[src/rtl/exit_payment_fsm.sv]
// Exit payment controller for a 4-spot car park.
// A driver requests exit from an occupied spot. The controller charges a fee of
// elapsed ticks * RATE, saturated at the fee width. It collects coins, returns
// change, opens the door for DOOR_CYCLES cycles, and then pulses a one-hot
// release for the spot.
//
// Ports:
//   CLK, RST                 clock, asynchronous active-low reset
//   exit_req, exit_spot, F   exit request, requested spot, occupancy flags
//   spot0_time..spot3_time   elapsed ticks per spot
//   coin_valid, coin_value   one coin per valid cycle
//   cancel                   abort a payment in progress
//   busy                     high whenever the controller is not idle
//   fee, paid                registered amount due and amount collected
//   change_valid, change     one-cycle change pulse and its amount
//   refund_valid, refund     one-cycle refund pulse and its amount
//   door_open                exit door open
//   spot_release             one-hot, one-cycle pulse that frees the spot
//                            ("release" is a reserved word in SystemVerilog)
//   err                      one-cycle pulse on a request for an empty spot
module exit_payment_fsm #(
  parameter int unsigned TW          = 16,
  parameter int unsigned FEE_W       = 12,
  parameter int unsigned RATE        = 2,
  parameter int unsigned DOOR_CYCLES = 8
) (
  input  logic             CLK,
  input  logic             RST,
  input  logic             exit_req,
  input  logic [1:0]       exit_spot,
  input  logic [3:0]       F,
  input  logic [TW-1:0]    spot0_time,
  input  logic [TW-1:0]    spot1_time,
  input  logic [TW-1:0]    spot2_time,
  input  logic [TW-1:0]    spot3_time,
  input  logic             coin_valid,
  input  logic [7:0]       coin_value,
  input  logic             cancel,
  output logic             busy,
  output logic [FEE_W-1:0] fee,
  output logic [FEE_W-1:0] paid,
  output logic             change_valid,
  output logic [FEE_W-1:0] change,
  output logic             refund_valid,
  output logic [FEE_W-1:0] refund,
  output logic             door_open,
  output logic [3:0]       spot_release,
  output logic             err
);

  localparam int unsigned PW = TW + 32;     // product width, cannot overflow
  localparam int unsigned SW = FEE_W + 9;   // paid + coin sum width
  localparam int unsigned CW = $clog2(DOOR_CYCLES + 1);
  localparam logic [FEE_W-1:0] FeeMax = '1;

  typedef enum logic [2:0] {StIdle, StCalc, StPay, StOpen, StRelease} state_e;

  state_e           state_q, state_d;
  logic [1:0]       spot_q, spot_d;
  logic [FEE_W-1:0] fee_q, fee_d, paid_q, paid_d;
  logic [FEE_W-1:0] change_q, change_d, refund_q, refund_d;
  logic             change_valid_q, change_valid_d, refund_valid_q, refund_valid_d;
  logic             err_q, err_d;
  logic [CW-1:0]    door_cnt_q, door_cnt_d;

  logic [TW-1:0]    sel_time;
  logic [PW-1:0]    prod;
  logic [FEE_W-1:0] fee_calc;
  logic [SW-1:0]    sum;
  logic [FEE_W-1:0] paid_sat;

  // The time is selected by the latched spot, never by the live exit_spot.
  always_comb begin
    unique case (spot_q)
      2'd0:    sel_time = spot0_time;
      2'd1:    sel_time = spot1_time;
      2'd2:    sel_time = spot2_time;
      default: sel_time = spot3_time;
    endcase
  end

  always_comb begin
    prod     = PW'(sel_time) * PW'(RATE);
    fee_calc = (prod > PW'(FeeMax)) ? FeeMax : prod[FEE_W-1:0];
    sum      = SW'(paid_q) + SW'(coin_value);
    paid_sat = (sum > SW'(FeeMax)) ? FeeMax : sum[FEE_W-1:0];
  end

  always_comb begin
    state_d        = state_q;
    spot_d         = spot_q;
    fee_d          = fee_q;
    paid_d         = paid_q;
    change_valid_d = 1'b0;
    change_d       = '0;
    refund_valid_d = 1'b0;
    refund_d       = '0;
    err_d          = 1'b0;
    door_cnt_d     = door_cnt_q;

    unique case (state_q)
      StIdle: begin
        if (exit_req) begin
          if (F[exit_spot]) begin
            spot_d  = exit_spot;
            state_d = StCalc;
          end else begin
            err_d = 1'b1;
          end
        end
      end
      StCalc: begin
        fee_d   = fee_calc;
        paid_d  = '0;
        state_d = (fee_calc == '0) ? StOpen : StPay;
      end
      StPay: begin
        // Cancel wins over a same-cycle coin; that coin is dropped.
        if (cancel) begin
          refund_valid_d = 1'b1;
          refund_d       = paid_q;
          state_d        = StIdle;
        end else if (coin_valid) begin
          paid_d = paid_sat;
          if (paid_sat >= fee_q) begin
            change_valid_d = 1'b1;
            change_d       = paid_sat - fee_q;
            state_d        = StOpen;
          end
        end
      end
      StOpen: begin
        if (door_cnt_q == CW'(DOOR_CYCLES - 1)) begin
          door_cnt_d = '0;
          state_d    = StRelease;
        end else begin
          door_cnt_d = door_cnt_q + 1'b1;
        end
      end
      StRelease: state_d = StIdle;
      default:   state_d = StIdle;
    endcase
  end

  always_ff @(posedge CLK or negedge RST) begin
    if (!RST) begin
      state_q        <= StIdle;
      spot_q         <= '0;
      fee_q          <= '0;
      paid_q         <= '0;
      change_valid_q <= 1'b0;
      change_q       <= '0;
      refund_valid_q <= 1'b0;
      refund_q       <= '0;
      err_q          <= 1'b0;
      door_cnt_q     <= '0;
    end else begin
      state_q        <= state_d;
      spot_q         <= spot_d;
      fee_q          <= fee_d;
      paid_q         <= paid_d;
      change_valid_q <= change_valid_d;
      change_q       <= change_d;
      refund_valid_q <= refund_valid_d;
      refund_q       <= refund_d;
      err_q          <= err_d;
      door_cnt_q     <= door_cnt_d;
    end
  end

  // State-decoded outputs drop asynchronously with reset.
  always_comb begin
    busy         = (state_q != StIdle);
    door_open    = (state_q == StOpen);
    spot_release = (state_q == StRelease) ? (4'b0001 << spot_q) : 4'b0000;
    fee          = fee_q;
    paid         = paid_q;
    change_valid = change_valid_q;
    change       = change_q;
    refund_valid = refund_valid_q;
    refund       = refund_q;
    err          = err_q;
  end

endmodule

[config.mk]
export PLATFORM = sky130hd
export DESIGN_NAME = exit_payment_fsm
export DESIGN_NICKNAME = d
export VERILOG_FILES = /design/src/rtl/exit_payment_fsm.sv
export SDC_FILE = /design/constraint.sdc
export NUM_CORES = 1
export LEC_CHECK = 0
export CAP_MARGIN = 15
export CORE_UTILIZATION = 48
export DETAILED_ROUTE_END_ITERATION = 10
export HOLD_SLACK_MARGIN = 0.06
export PLACE_DENSITY = 0.95
export REMOVE_ABC_BUFFERS = 1
export SYNTH_ARGS = -nofsm -noshare
export SYNTH_HDL_FRONTEND = slang
export SYNTH_SLANG_ARGS = --single-unit
[constraint.sdc]
create_clock -name CLK -period 9.6 [get_ports CLK]
set_clock_uncertainty 0.2 [all_clocks]
set_input_delay 1.92 -clock CLK [delete_from_list [all_inputs] [get_ports CLK]]
set_output_delay 1.92 -clock CLK [all_outputs]
set_load 0.005 [all_outputs]
==> impl_metrics.json, run 1 <==
{
  "hold_violations": 0,
  "critPathKind": "primary input to flop",
  "r2r_slack_ns": 4.98,
  "ant_nets": 0,
  "hold_class": "flop to flop",
  "synthTopCellsByCount": "60 x dfrtp_1, 52 x nor2_1, 28 x a21oi_1, 28 x inv_1, 26 x nand2_1",
  "chipHeight_um": 89.8,
  "rr_worst_depth": 15,
  "dieArea_mm2": 0.00807,
  "drv_cap": 0,
  "synth-edff-count": 0,
  "layout_worst_path_cycle_share": 0.648,
  "grt_max_degree": 61,
  "cp_slowest_cell": "clkdlybuf4s50_1",
  "drtIter0Drc": 173,
  "avgRoutedWirePerCell_um": 16.0,
  "clk_pin_slew_ns": 0.08,
  "synth-seq-cells": 60,
  "synth_xor_area_frac": 0.0189,
  "syn_area_mm2": 0.00370,
  "ys_seq_area_frac": 0.405,
  "hpwl_um": 7820,
  "hold_start": "door_cnt_q[2]",
  "final-max-slew-violation-count": 0,
  "via_per_inst": 5.68,
  "critPathLaunchType": "primary input",
  "area_growth_pct": 44.4,
  "synth_fa_ha_area_frac": 0.0818,
  "die_w_um": 89.8,
  "core.rowCount": 31,
  "gp_congestion": 0.970,
  "reg2reg_to": "change[11]",
  "synth_most_common_cell": "dfrtp_1",
  "yosysTopAreaCellShare": 0.405,
  "synth_compound_area_frac": 0.161,
  "worstPathArrival_ns": 6.29,
  "worst_pin_slew_ns": 1.07,
  "synth_area_leaders": "dfrtp_1 41%, ha_1 7.1%, nor2_1 5.3%",
  "core_area_mm2": 0.00737,
  "leakage_nw": 2.39,
  "cp_max_fo": 10,
  "holdBufCountCts": 0,
  "syn_avg_cell_area_um2": 9.62,
  "diodes": 0,
  "grt_overflow": 0,
  "htreeDepth": 3,
  "drt-pass1-iter-count": 5,
  "boundaryPins": 140,
  "ys.flop_type": "dfrtp_1",
  "rsz0062_at_grt": "no",
  "clock_latency_ns": 0.36,
  "relSlewSlack": 0.286,
  "track_usage": 0.259,
  "hold_slack_ns": 0.318,
  "path_cells": "clkdlybuf4s50_1, ha_1, inv_1, fa_1, nor2b_1, o31a_1, o21a_1, nand2b_1, o21ai_0, ha_1, a211oi_1, o211ai_1, o31ai_1, a21oi_1, o21a_1, nor3_1",
  "whs_endpoint": "door_cnt_q[2]",
  "synth_cells": 385,
  "utilization": 0.726,
  "critical_path_required_ns": 9.66,
  "whs_path_depth": 1,
  "synth_cell_type_count": 52,
  "synth-simple-area-share": 0.197,
  "grt_antenna_before_repair": 0,
  "fmax_mhz": 161,
  "drive_above_1_share": 0.0679,
  "ys_warn_count": 0,
  "cts_buffers": 9,
  "drc_errors": 0,
  "grt_pass1_vias": 3572,
  "critPathCaptureType": "flop",
  "grt_pass1_wl_um": 16400,
  "cts_setup_buffers": 0,
  "cts_tree": "done",
  "drt-total-wl_um": 10100,
  "yosys-mux-area-fraction": 0.0922,
  "async_flop_share": 1.00,
  "nFillCells": 536,
  "cts.sinks": 60,
  "outcome": "finished, final reports clean",
  "synth_top_family_by_area": "simple AND/OR/NAND/NOR gates",
  "yosysTopAreaCell": "dfrtp_1",
  "vias": 3574,
  "portBuffers": 139,
  "slowest_delay_ns": 0.48,
  "cts.repair.resized": 0,
  "setup_viol": 0,
  "initial_core_util": 0.503,
  "num-nets-final": 631,
  "tns_ns": 0,
  "cts_buffer_depth": 2,
  "ir_drop_uv": 102,
  "timing.rr.start": "paid[0]",
  "fin_crit_ns": 6.22,
  "cts_root_buf": "clkbuf_8",
  "powerDensity_mw_per_mm2": 231
}
## cell usage in the layout (no fill, tap or decap), types with 4 or more instances in the layout
cell / synthesis / routed
dfrtp_1: 60 / 60
mux4_1: 7 / 7
inv_1: 28 / 28
nor2_1: 52 / 52
ha_1: 21 / 21
nor2b_1: 9 / 9
clkdlybuf4s50_1: 0 / 138
nor4_1: 4 / 4
nor3_1: 10 / 10
nand2_1: 26 / 26
mux2_2: 4 / 4
clkbuf_8: 0 / 10
xnor2_1: 5 / 5
o21ai_0: 18 / 18
a211oi_1: 5 / 5
o21a_1: 9 / 9
mux4_2: 5 / 5
and3_1: 14 / 14
a22o_1: 7 / 7
a21oi_1: 28 / 28
nand2b_1: 4 / 4
clkinv_2: 0 / 4
nand3_1: 7 / 7
## power breakdown
part           switching, mW  total [mW]  internal, mW
Sequential            0.0724       0.372         0.300
Clock                  0.105       0.204        0.0988
Combinational          0.335       0.660         0.325
## logic make-up (layout without fill, tap and decap cells)
kind of cell	count (synthesis)	count (layout)
flops	60	60
simple gates	145	145
xor+xnor	8	8
fa+ha+maj	23	23
compound gates	92	92
buf+inv	41	186
mux	16	16
## worst max-delay path, delay by kind of cell
family	cells	cell delay (ns)
AO/OA/AOI/OAI	8	2.20
adder cells (fa/ha/maj)	3	0.97
AND/OR/NAND/NOR	3	0.64
buffers and inverters	2	0.56
## layer usage
layer,wire [um],GRT usage,vias to the layer above
li1,-,-,1671
met1,3990,0.298,1670
met2,5060,0.463,212
met3,806,0.0702,21
met4,207,0.0888,0
met5,0,0,-
## worst max-delay path by stage
stage / start / end / slack [ns] / cells after the start
6_report: coin_value[0] / change[11] / 3.38 / 16
5_1_grt: coin_value[0] / change[5] / 3.24 / 17
4_1_cts: coin_value[0] / change[11] / 3.61 / 16
3_5_place_dp: coin_value[0] / change[11] / 3.27 / 16
3_3_place_gp: coin_value[0] / change[4] / 3.46 / 17
2_1_floorplan: coin_value[0] / change[4] / 4.31 / 16
## through the flow
step / power (mW) / instance area (um2) / setup WS, ns / std cells
floorplan: 0.788 / 3650 / 4.31 / 372
global placement: 0.989 / 5170 / 3.46 / 612
detailed placement: 1.02 / 5170 / 3.27 / 612
CTS: 1.23 / 5340 / 3.61 / 628
global route: 1.32 / 5350 / 3.24 / 629
finish: 1.24 / 5350 / 3.38 / 629
## state kept, by name, indices dropped and copies added, names as in the netlist
signal / count
change: 12
change_valid: 1
door_cnt_q: 4
err: 1
fee: 12
paid: 12
refund: 12
refund_valid: 1
spot_q: 2
state_q: 3
## cell type report
| cell class | instances | area (um2) | share of cell area |
|---|---|---|---|
| multi-input combinational | 284 | 2040 | 0.382 |
| sequential | 60 | 1500 | 0.281 |
| timing repair buffer | 142 | 1410 | 0.263 |
| clock buffer | 11 | 141 | 0.0264 |
| tap | 99 | 124 | 0.0232 |
| inverter | 28 | 105 | 0.0196 |
| clock inverter | 5 | 27.5 | 0.00515 |
No activity file was read; power rests on OpenSTA's default activity.
==> run 2: changes to the inputs <==
--- a/config.mk
+++ b/config.mk
@@ -6,10 +6,10 @@
 export NUM_CORES = 1
 export LEC_CHECK = 0
 export CAP_MARGIN = 15
-export CORE_UTILIZATION = 48
+export CORE_UTILIZATION = 45
 export DETAILED_ROUTE_END_ITERATION = 10
 export HOLD_SLACK_MARGIN = 0.06
-export PLACE_DENSITY = 0.95
+export PLACE_DENSITY = 0.92
 export REMOVE_ABC_BUFFERS = 1
 export SYNTH_ARGS = -nofsm -noshare
 export SYNTH_HDL_FRONTEND = slang
==> constraint.sdc (replaced) <==
create_clock -name CLK -period 5.9 [get_ports CLK]
set_clock_uncertainty 0.2 [all_clocks]
set_input_delay 1.18 -clock CLK [delete_from_list [all_inputs] [get_ports CLK]]
set_output_delay 1.18 -clock CLK [all_outputs]
set_load 0.005 [all_outputs]
==> run 2 against run 1 <==
Cell area increased by 0.56%. Combinational power increased by 62%. Total power up 64%. Register-to-register slack worse by 3.6 ns. Via count shrank 2.8%. Critical path depth up 1. Clock power up 72%. Non-clock buffer count grew 1. Wire length fell by 3.7%. Final cell count rose by 0.48%. First-iteration DRC count is 18% lower. Hold slack got worse by 0.0063 ns.
==> impl_metrics.json, run 2 (synthesis results as in run 1) <==
{
  "crit_buf_inv": 2,
  "rsz0062_at_grt": "no",
  "crit_path_end": "change[4]",
  "place_worst_setup_slack_ns": 0.202,
  "vias": 3475,
  "layout_common_cells": "138 x clkdlybuf4s50_1, 60 x dfrtp_1, 52 x nor2_1",
  "nFillCells": 603,
  "layout_setup_ws_ns": 0.498,
  "rr_worst_depth": 16,
  "drt-total-wl_um": 9680,
  "critPathCaptureType": "flop",
  "drive_above_1_share": 0.0679,
  "cp_max_fo": 13,
  "drtIter0Drc": 142,
  "multi_input_area_mm2": 0.00204,
  "leakage_nw": 2.40,
  "critical_path_required_ns": 5.95,
  "setup_viol": 0,
  "clock_latency_ns": 0.34,
  "path_cells": "clkdlybuf4s50_1, ha_1, inv_1, fa_1, nor2b_1, o31a_1, o21a_1, nor2b_1, nor2_1, ha_1, fa_1, nor2b_1, o31a_1, o21ai_0, a21oi_1, nand2_1, a211oi_1",
  "worst_pin_slew_ns": 0.790,
  "track_usage": 0.246,
  "final_common_cell": "clkdlybuf4s50_1",
  "cts.sinks": 60,
  "fin_crit_ns": 5.40,
  "ant_nets": 0,
  "cp_slowest_cell": "clkdlybuf4s50_1",
  "dieArea_mm2": 0.00860,
  "slowest_delay_ns": 0.50,
  "avgRoutedWirePerCell_um": 15.3,
  "num-nets-final": 632,
  "crit_family": "compound AO/OA/AOI/OAI gates",
  "outcome": "finished, final reports clean",
  "grt_overflow": 0,
  "crit_start": "coin_value[0]",
  "die_w_um": 92.7,
  "critPathKind": "primary input to flop",
  "hold_violations": 0,
  "cts_buffers": 9,
  "chipHeight_um": 92.7,
  "relSlewSlack": 0.473,
  "htreeDepth": 3,
  "layout_worst_path_cycle_share": 0.916,
  "area_growth_pct": 45.2,
  "boundaryPins": 140,
  "cts_setup_buffers": 0,
  "fmax_mhz": 185,
  "grt_pass1_vias": 3552,
  "diodes": 0,
  "drv_cap": 0,
  "r2r_slack_ns": 1.43,
  "final-max-slew-violation-count": 0,
  "grt_pass1_wl_um": 16200,
  "grt_max_degree": 61,
  "drt-pass1-iter-count": 5,
  "cp.depth": 17,
  "gp_congestion": 0.923,
  "worstPathArrival_ns": 5.45,
  "clk_pin_slew_ns": 0.06,
  "powerDensity_mw_per_mm2": 376,
  "initial_core_util": 0.472,
  "hpwl_um": 7600,
  "cts_buffer_depth": 2,
  "core_area_mm2": 0.00785,
  "ir_drop_uv": 153,
  "hold_class": "flop to flop",
  "ff_latch_area_mm2": 0.00150,
  "via_per_inst": 5.50,
  "cts_tree": "done",
  "portBuffers": 139,
  "timing.rr.start": "paid[0]",
  "reg2reg_to": "change[4]",
  "core.rowCount": 32,
  "tns_ns": 0,
  "cts.repair.resized": 0,
  "drc_errors": 0,
  "holdBufCountCts": 0,
  "critPathLaunchType": "primary input",
  "crit_top_cell": "nor2b_1",
  "cts_root_buf": "clkbuf_8",
  "grt_antenna_before_repair": 0
}
## run 2: cell count changes in the layout (fill, tap and decap cells not counted)
cell / before / now
clkinv_2: 4 / 1
buf_4: 2 / 3
clkbuf_8: 10 / 13
clkinvlp_4: 1 / 0
## run 2: how the worst min path moves through the flow
stage	start	endpoint	slack (ns)	cells after the start
after floorplan	door_cnt_q[2]	door_cnt_q[2]	0.27	1
after global routing	door_cnt_q[2]	door_cnt_q[2]	0.35	1
after detailed placement	door_cnt_q[2]	door_cnt_q[2]	0.30	1
after global placement	door_cnt_q[2]	door_cnt_q[2]	0.28	1
after CTS	door_cnt_q[2]	door_cnt_q[2]	0.31	1
final	door_cnt_q[2]	door_cnt_q[2]	0.31	1
## run 2: per-layer routing
| layer | share of wire | GRT usage | vias to the layer above | routed length [um] |
|---|---|---|---|---|
| met1 | 0.39 | 0.287 | 1599 | 3760 |
| met5 | 0 | 0 | - | 0 |
| met3 | 0.081 | 0.0599 | 19 | 784 |
| li1 | - | - | 1675 | - |
| met2 | 0.51 | 0.430 | 182 | 4900 |
| met4 | 0.024 | 0.105 | 0 | 228 |
## run 2: metrics by stage
| step | utilization | area, um2 | hold WS (ns) | total power, mW | instances |
|---|---|---|---|---|---|
| floorplan | - | 3650 | 0.266 | 1.28 | 372 |
| global placement | 0.661 | 5180 | 0.284 | 1.64 | 616 |
| detailed placement | 0.661 | 5180 | 0.302 | 1.66 | 616 |
| global route | 0.685 | 5380 | 0.350 | 2.19 | 632 |
| CTS | 0.684 | 5370 | 0.313 | 2.02 | 631 |
| finish | 0.685 | 5380 | 0.312 | 2.02 | 632 |
## run 2: worst reg2reg max path: stages, from the launching register on
cell	delay, ns
dfrtp_1	0.40
ha_1	0.24
inv_1	0.08
fa_1	0.38
nor2b_1	0.23
o31a_1	0.21
o21a_1	0.28
nor2b_1	0.27
nor2_1	0.09
ha_1	0.21
fa_1	0.38
nor2b_1	0.21
o31a_1	0.19
o21ai_0	0.17
a21oi_1	0.21
nand2_1	0.31
a211oi_1	0.30
## run 2: power breakdown
| part | internal, mW | switching (mW) | total (mW) |
|---|---|---|---|
| combinational | 0.534 | 0.534 | 1.07 |
| clock | 0.195 | 0.154 | 0.350 |
| sequential | 0.488 | 0.116 | 0.604 |
## run 2: cell type report
type / count / share of cell area
flip-flops and latches: 60 / 0.279
inverters: 28 / 0.0195
multi-input cells: 284 / 0.379
repair buffers: 143 / 0.263
clock inverters: 1 / 0.000930
clock buffers: 14 / 0.0340
well taps: 102 / 0.0237
==> run 3: changes to the inputs <==
==> constraint.sdc (replaced) <==
create_clock -name CLK -period 4.98 [get_ports CLK]
set_clock_uncertainty 0.2 [all_clocks]
set_input_delay 0.996 -clock CLK [delete_from_list [all_inputs] [get_ports CLK]]
set_output_delay 0.996 -clock CLK [all_outputs]
set_load 0.005 [all_outputs]
==> run 3 against run 2 <==
Hold slack is essentially flat. Non-clock buffer count grew 16. Die area is the same. First-iteration DRC count grew 17%. Wire length grew 5.5%. Clock power grew 36%. Clock-buffer cell count shrank 5. Total power grew 25%. Cell area grew 2.8%. Via count grew 3.3%. Critical path depth is the same. Sequential power grew 19%. Highest routed layer unchanged.
==> impl_metrics.json, run 3 (synthesis results as in run 1) <==
{
  "outcome": "finished, final reports clean",
  "grt_pass1_wl_um": 16800,
  "cts_setup_buffers": 0,
  "num-nets-final": 648,
  "vias": 3590,
  "cts_buffer_depth": 2,
  "layout_worst_path_cycle_share": 0.937,
  "chipHeight_um": 92.7,
  "place_inst": 632,
  "whs_endpoint": "door_cnt_q[2]",
  "use_met3": 0.0608,
  "nFillCells": 592,
  "critPathLaunchType": "primary input",
  "ir_drop_uv": 211,
  "htreeDepth": 3,
  "met1_usage": 0.288,
  "track_usage": 0.254,
  "hold_class": "flop to flop",
  "critPathCaptureType": "flop",
  "timing.rr.start": "paid[0]",
  "worstPathArrival_ns": 4.72,
  "hold_slack_ns": 0.312,
  "rr_worst_depth": 16,
  "drt-total-wl_um": 10200,
  "final_common_cell": "clkdlybuf4s50_1",
  "final-max-slew-violation-count": 0,
  "cp_max_fo": 6,
  "cts_tree": "done",
  "worst_pin_slew_ns": 0.812,
  "critPathKind": "primary input to flop",
  "instances_no_fill": 649,
  "path_cells": "clkdlybuf4s50_1, ha_1, inv_1, fa_1, nor2b_1, o31a_1, o21a_1, and3_1, mux2_2, ha_1, o21ai_0, o21ai_0, o211ai_1, a21oi_1, nand2_1, buf_4, a211oi_1",
  "critical_path_required_ns": 5.03,
  "drive_above_1_share": 0.101,
  "grt_overflow": 0,
  "cts.sinks": 60,
  "via_per_inst": 5.53,
  "r2r_slack_ns": 1.02,
  "grt_max_degree": 61,
  "cts_root_buf": "clkbuf_8",
  "design_area_mm2": 0.00553,
  "hpwl_um": 8070,
  "boundaryPins": 140,
  "fin_crit_ns": 4.67,
  "place_area_mm2": 0.00530,
  "cp_slowest_cell": "clkdlybuf4s50_1",
  "avgRoutedWirePerCell_um": 15.7,
  "place_worst_setup_slack_ns": -0.0266,
  "gr-usage-met2": 0.454,
  "initial_core_util": 0.472,
  "clk_pin_slew_ns": 0.07,
  "whs_path_depth": 1,
  "fmax_mhz": 214,
  "core.rowCount": 32,
  "layout_common_cells": "138 x clkdlybuf4s50_1, 60 x dfrtp_1, 52 x nor2_1",
  "layout_setup_ws_ns": 0.314,
  "slowest_delay_ns": 0.47,
  "grt-busiest-layer": "met2",
  "grt_pass1_vias": 3638,
  "drt-pass1-iter-count": 4,
  "drv_cap": 0,
  "powerDensity_mw_per_mm2": 458,
  "core_area_mm2": 0.00785,
  "cts_buffers": 9,
  "hold_start": "door_cnt_q[2]",
  "utilization": 0.705,
  "leakage_nw": 2.49,
  "clock_latency_ns": 0.35,
  "drtIter0Drc": 166,
  "grt_antenna_before_repair": 0,
  "gp_congestion": 0.885,
  "die_w_um": 92.7,
  "area_growth_pct": 49.3,
  "hold_violations": 0,
  "setup_viol": 0,
  "ant_nets": 0,
  "tns_ns": 0,
  "reg2reg_to": "change[4]",
  "portBuffers": 139,
  "diodes": 0,
  "relSlewSlack": 0.459,
  "drc_errors": 0,
  "dieArea_mm2": 0.00860,
  "rsz0062_at_grt": "no",
  "p_total_mw": 2.53
}
==> run 3: timing repair <==
action | 4_1_cts | 5_1_grt
gates resized for setup | 0 | 1
hold endpoints to repair | 0 | 0
setup endpoints to repair | 0 | 1
hold buffers | 0 | 0
==> run 3: metal layers <==
metal	wire (um)	vias to the layer above
li1	-	1714
met1	4040	1666
met2	5210	191
met3	737	19
met4	223	0
met5	0	-
==> run 3: worst max-delay path, delay by kind of cell <==
| kind | cells | cell delay [ns] |
|---|---|---|
| multiplexers | 1 | 0.34 |
| buffers and inverters | 3 | 0.71 |
| AO/OA/AOI/OAI | 7 | 1.22 |
| AND/OR/NAND/NOR | 3 | 0.51 |
| adder cells (fa/ha/maj) | 3 | 0.94 |
==> run 3: layout make-up <==
| class | instances | area [um2] | share of cell area |
|---|---|---|---|
| Clock buffer | 9 | 124 | 0.0224 |
| Inverter | 28 | 105 | 0.0190 |
| Sequential cell | 60 | 1500 | 0.272 |
| Multi-Input combinational cell | 284 | 2050 | 0.370 |
| Tap cell | 102 | 128 | 0.0231 |
| Timing Repair Buffer | 159 | 1530 | 0.277 |
| Clock inverter | 7 | 91.3 | 0.0165 |
==> run 3: worst max path at each step <==
stage	from	end	slack, ns	cells after the start
3_5_place_dp	coin_value[0]	change[11]	-0.03	16
6_report	coin_value[0]	change[4]	0.31	17
5_1_grt	coin_value[0]	change[11]	0.03	16
2_1_floorplan	coin_value[0]	change[4]	0.61	16
4_1_cts	coin_value[0]	change[11]	0.29	16
3_3_place_gp	coin_value[0]	change[11]	0.11	16
==> run 3: where the power goes <==
part | total, mW | internal [mW] | switching, mW
combinational | 1.34 | 0.674 | 0.661
sequential | 0.720 | 0.578 | 0.142
clock | 0.476 | 0.279 | 0.197
total | 2.53 | 1.53 | 1.00
